--- src/rtl/synchronous_fifo_memory.sv ---
// Single-clock FIFO: DEPTH x DATA_WIDTH storage, registered read port,
// occupancy counter and status flags decoded from that counter.
module synchronous_fifo_memory #(
    parameter int DATA_WIDTH = 5,
    parameter int DEPTH      = 8,
    parameter int ADDR_WIDTH = 3
) (
    input  logic                  clk,
    input  logic                  n_rst,
    input  logic                  write_rq,
    input  logic                  read_rq,
    input  logic [DATA_WIDTH-1:0] data_in,
    output logic                  empty,
    output logic                  almost_empty,
    output logic                  almost_full,
    output logic                  full,
    output logic [DATA_WIDTH-1:0] data_out
);

    localparam logic [ADDR_WIDTH:0]   L_COUNT_FULL = (ADDR_WIDTH+1)'(DEPTH);
    localparam logic [ADDR_WIDTH:0]   L_COUNT_ONE  = (ADDR_WIDTH+1)'(1);
    localparam logic [ADDR_WIDTH-1:0] L_PTR_ONE    = ADDR_WIDTH'(1);

    logic [DATA_WIDTH-1:0] r_mem [DEPTH];
    logic [ADDR_WIDTH-1:0] r_wr_ptr;
    logic [ADDR_WIDTH-1:0] r_rd_ptr;
    logic [ADDR_WIDTH:0]   r_count;
    logic [DATA_WIDTH-1:0] r_data_out;

    logic                  w_rd_accept;
    logic                  w_wr_accept;
    logic [ADDR_WIDTH:0]   w_count_next;

    // A full FIFO can still take a write when a read frees a slot on the same edge.
    assign w_rd_accept = read_rq && !empty;
    assign w_wr_accept = write_rq && (!full || w_rd_accept);

    always_comb begin
        w_count_next = r_count;
        case ({w_wr_accept, w_rd_accept})
            2'b10:   w_count_next = r_count + L_COUNT_ONE;
            2'b01:   w_count_next = r_count - L_COUNT_ONE;
            default: w_count_next = r_count;
        endcase
    end

    // Storage carries no reset so it maps onto plain RAM.
    always_ff @(posedge clk) begin
        if (w_wr_accept && n_rst) begin
            r_mem[r_wr_ptr] <= data_in;
        end
    end

    always_ff @(posedge clk or negedge n_rst) begin
        if (!n_rst) begin
            r_wr_ptr   <= '0;
            r_rd_ptr   <= '0;
            r_count    <= '0;
            r_data_out <= '0;
        end else begin
            if (w_wr_accept) begin
                r_wr_ptr <= r_wr_ptr + L_PTR_ONE;
            end
            if (w_rd_accept) begin
                r_rd_ptr   <= r_rd_ptr + L_PTR_ONE;
                r_data_out <= r_mem[r_rd_ptr];
            end
            r_count <= w_count_next;
        end
    end

    assign empty        = (r_count == '0);
    assign almost_empty = (r_count == L_COUNT_ONE);
    assign almost_full  = (r_count == (L_COUNT_FULL - L_COUNT_ONE));
    assign full         = (r_count == L_COUNT_FULL);
    assign data_out     = r_data_out;

endmodule

--- config.mk ---
export PLATFORM = sky130hd
export DESIGN_NAME = synchronous_fifo_memory
export DESIGN_NICKNAME = d
export VERILOG_FILES = /design/src/rtl/synchronous_fifo_memory.sv
export SDC_FILE = /design/constraint.sdc
export NUM_CORES = 1
export LEC_CHECK = 0
export BUFFER_PORTS_ARGS = -buffer_cell sky130_fd_sc_hd__buf_2
export CAP_MARGIN = 20
export CORE_ASPECT_RATIO = 0.8
export CORE_UTILIZATION = 30
export DETAILED_ROUTE_END_ITERATION = 7
export GPL_TIMING_DRIVEN = 0
export PLACE_DENSITY = 0.58
export SLEW_MARGIN = 20
export SYNTH_ARGS = -nofsm -noshare
export SYNTH_HDL_FRONTEND = slang
export SYNTH_SLANG_ARGS = --single-unit
--- constraint.sdc ---
create_clock -name clk -period 5.9 [get_ports clk]
set_input_delay 1.18 -clock clk [delete_from_list [all_inputs] [get_ports clk]]
set_output_delay 1.18 -clock clk [all_outputs]
set_load 0.1 [all_outputs]
==> metrics.md <==
| Metric | Value |
|---|---|
| Crit start category | `register` |
| Synthesized area | `about 2300 µm²` |
| Synth cell count leaders | `edfxtp_1 (40), dfrtp_1 (15), mux2i_1 (11)` |
| Hold Crit Depth | `1` |
| CP max FO | `8` |
| Max Slew Vio Count | `0` |
| Post CTS Setup Buffer Count | `0` |
| Vias in the first global route | `roughly 1300` |
| Area contributors post-synth | `edfxtp_1 (51%), dfrtp_1 (16%), mux2_2 (4.8%)` |
| Slowest-stage cell, CP | `buf_2` |
| Share of cells above drive strength 1 | `0.232` |
| CP endpoint kind | `primary output` |
| Slew margin rel. | `0.423` |
| Setup CP Type | `reg2out` |
| Largest net degree at the start of global routing | `20` |
| RSZ-0062 raised after global routing | `false` |
| Synth Register Bits | `55` |
| First-pass GRT wire length | `just under 7 mm` |
| Die H | `81.0 µm` |
| Drt total wl | `~4.3 mm` |
| Mapped Nets | `around 170` |
| FMAX | `roughly 320 MHz` |
| CTS Root Cell | `clkbuf_8` |
| Setup Viol. Count Final | `0` |
| Drt first pass iters | `6` |
| Depth of the CTS H-tree | `2` |
| CTS tree | `done` |
| Antenna violations before repair | `0` |
| Max_cap viols | `0` |
| Peak supply drop | `between 0.2 and 0.25 mV` |
| Setup WS pre-CTS | `a little under 3 ns` |
| Worst path depth | `4` |
| Vias | `1303` |
| Routed wire length on met2 | `1.78 mm` |
| EDFF count, synth | `40` |
| Crit path max-delay family | `buffers and inverters` |
| CTS resizes | `0` |
| # rows | `28` |
| Final period utilization | `0.528` |
| GRT overflow | `0` |
| Post-route ant nets | `0` |
| Setup TNS | `0 ns` |
| Number of antenna diodes | `0` |
| Syn Area/Cell | `about 15 µm²` |
| Area leader, netlist | `edfxtp_1` |
| Worst Reg2Reg Path Length in Cells | `10` |
| CP Cell Sequence | `inv_1, ha_1, nor3b_2, buf_2` |
| Final Cell Area | `roughly 2600 µm²` |
| Placed cell area | `~2600 µm²` |
| Final total power | `between 1000 and 1500 µW` |
| Routed len/inst | `15.2 µm` |
| Die Area | `~8200 µm²` |
| Cell with the most instances after synthesis | `edfxtp_1` |
| Leak | `0.000979 µW` |
| Synth cell types | `31` |
| Routed length on met1 | `2.15 mm` |
| DRC Markers | `0` |
| Async set-reset flop share out of synthesis | `0.273` |
| Clk buf depth | `2` |
| Post-layout minimum cycle time | `roughly 3.1 ns` |
| Worst Setup Slack, final | `between 2 and 3 ns` |
| Synth Flop Type | `edfxtp_1` |
| CORE AREA | `approximately 7500 µm²` |
| Syn-to-layout area delta | `12.8%` |
| GPL Wtd Cong | `just over 0.7` |
| Worst EP arrival | `~1.9 ns` |
| 1st-iter DRT viols | `64` |
| Total CTS buffers | `5` |
| Initial Utilization | `0.314` |
| Final hold viol count | `0` |
| Met3 routed WL | `around 270 µm` |
| Buffers on Ports | `17` |
| WP buf/inv | `2` |
| DR top layer | `met4` |
| Clock Latency Late Sink | `approximately 0.32 ns` |
| Pwr/cell area | `just over 500 nW/µm²` |
| Yosys warning total | `0` |
| Die Span X | `between 100 and 150 µm` |
| Yosys top cell area share | `0.513` |
| Worst clock skew | `~0.008 ns` |
| Clk sinks | `55` |
| Clk pin slew, worst setup/hold paths | `0.10 ns` |
| Sequential fraction of the synthesis area | `0.674` |
| Tightest Pin Transition | `0.859 ns` |
| Status | `finished, final reports clean` |
| Max stage delay on crit path | `around 0.50 ns` |
| HP Class | `reg2reg` |
| Num ports | `18` |
| Worst Path Required | `~4.7 ns` |
| Synthesized netlist cell count | `152` |
| Final net count | `between 150 and 200` |
| Via/cell ratio | `approximately 4.6` |
| Tot GR Track Use | `0.119` |
| Dpl hpwl | `roughly 3.0 mm` |
| CTS Hold Bufs | `0` |
| Fill cells | `around 730` |
-- power breakdown --
group	leakage, µW	internal, µW	switching, µW
sequential	0.000539	491	67.0
combinational	0.000395	184	379
clock	0.0000455	83.7	123
-- layout make-up --
cell class,count,area (µm²),area share
timing repair buffer,17,85.1,0.0322
buffer,3,20.0,0.00758
inverter,4,15.0,0.00569
multi-input combinational,90,728,0.276
tap,105,131,0.0498
clock buffer,6,72.6,0.0275
clock inverter,2,11.3,0.00427
sequential,55,1580,0.597
-- path summary, 6_finish.rpt --
path | end | from | slack [ns]
max in group asynchronous | data_out[3]$_DFFE_PN0P_ | n_rst | 4.81
min in group asynchronous | r_wr_ptr[0]$_DFFE_PN0P_ | n_rst | 0.79
worst max-delay path | empty | r_count[1]$_DFFE_PN0P_ | 2.79
worst max register to register | r_count[3]$_DFFE_PN0P_ | r_count[0]$_DFFE_PN0P_ | 3.50
worst min-delay path | r_wr_ptr[0]$_DFFE_PN0P_ | r_wr_ptr[0]$_DFFE_PN0P_ | 0.53
worst min register to register | r_wr_ptr[0]$_DFFE_PN0P_ | r_wr_ptr[0]$_DFFE_PN0P_ | 0.53
-- cell families after synthesis --
| group | Yosys count | share of synthesized area |
|---|---|---|
| XOR/XNOR | 8 | 0.0299 |
| adder cells (fa/ha/maj) | 6 | 0.0321 |
| flip-flops | 55 | 0.674 |
| multiplexers | 23 | 0.105 |
| buffers and inverters | 7 | 0.0150 |
| AND/OR/NAND/NOR | 31 | 0.0797 |
| AO/OA/AOI/OAI | 22 | 0.0647 |
-- metal layers --
metal,global-route usage,up-vias
li1,-,625
met2,0.151,36
met5,0,-
met4,0.0638,0
met1,0.179,631
met3,0.0310,11
-- state kept, by name, summed over array words and instances, names as in the netlist --
name / flops
r_wr_ptr: 3
data_out: 5
r_rd_ptr: 3
r_count: 4
r_mem: 40
-- worst register-to-register path: cells and delay by family, from the launching register on --
kind | cells | cell delay [ns]
xor+xnor | 1 | 0.14
flops | 1 | 0.45
compound gates | 1 | 0.16
buf+inv | 3 | 0.29
fa+ha+maj | 2 | 0.47
simple gates | 3 | 0.83
-- cell usage in the layout (no fill, tap or decap), types with 4 or more instances in the layout --
cell      count
a22o_1        5
buf_2        18
clkbuf_8      5
dfrtp_1      15
edfxtp_1     40
ha_1          6
mux2_2       10
mux2i_1      11
nand2_1       5
nor2_1        6
nor3_1        4
o21ai_0       6
o22ai_1       5
o31ai_1       5
xnor2_1       6
-- through the flow --
step	hold slack, ns	utilization	std cells
after CTS	0.534	0.354	282
after floorplan	0.486	-	152
final	0.535	0.354	282
after detailed placement	0.519	0.343	274
after global routing	0.559	0.354	282
after global placement	0.499	0.343	274
Note: power is estimated with default switching activity, not from simulation.
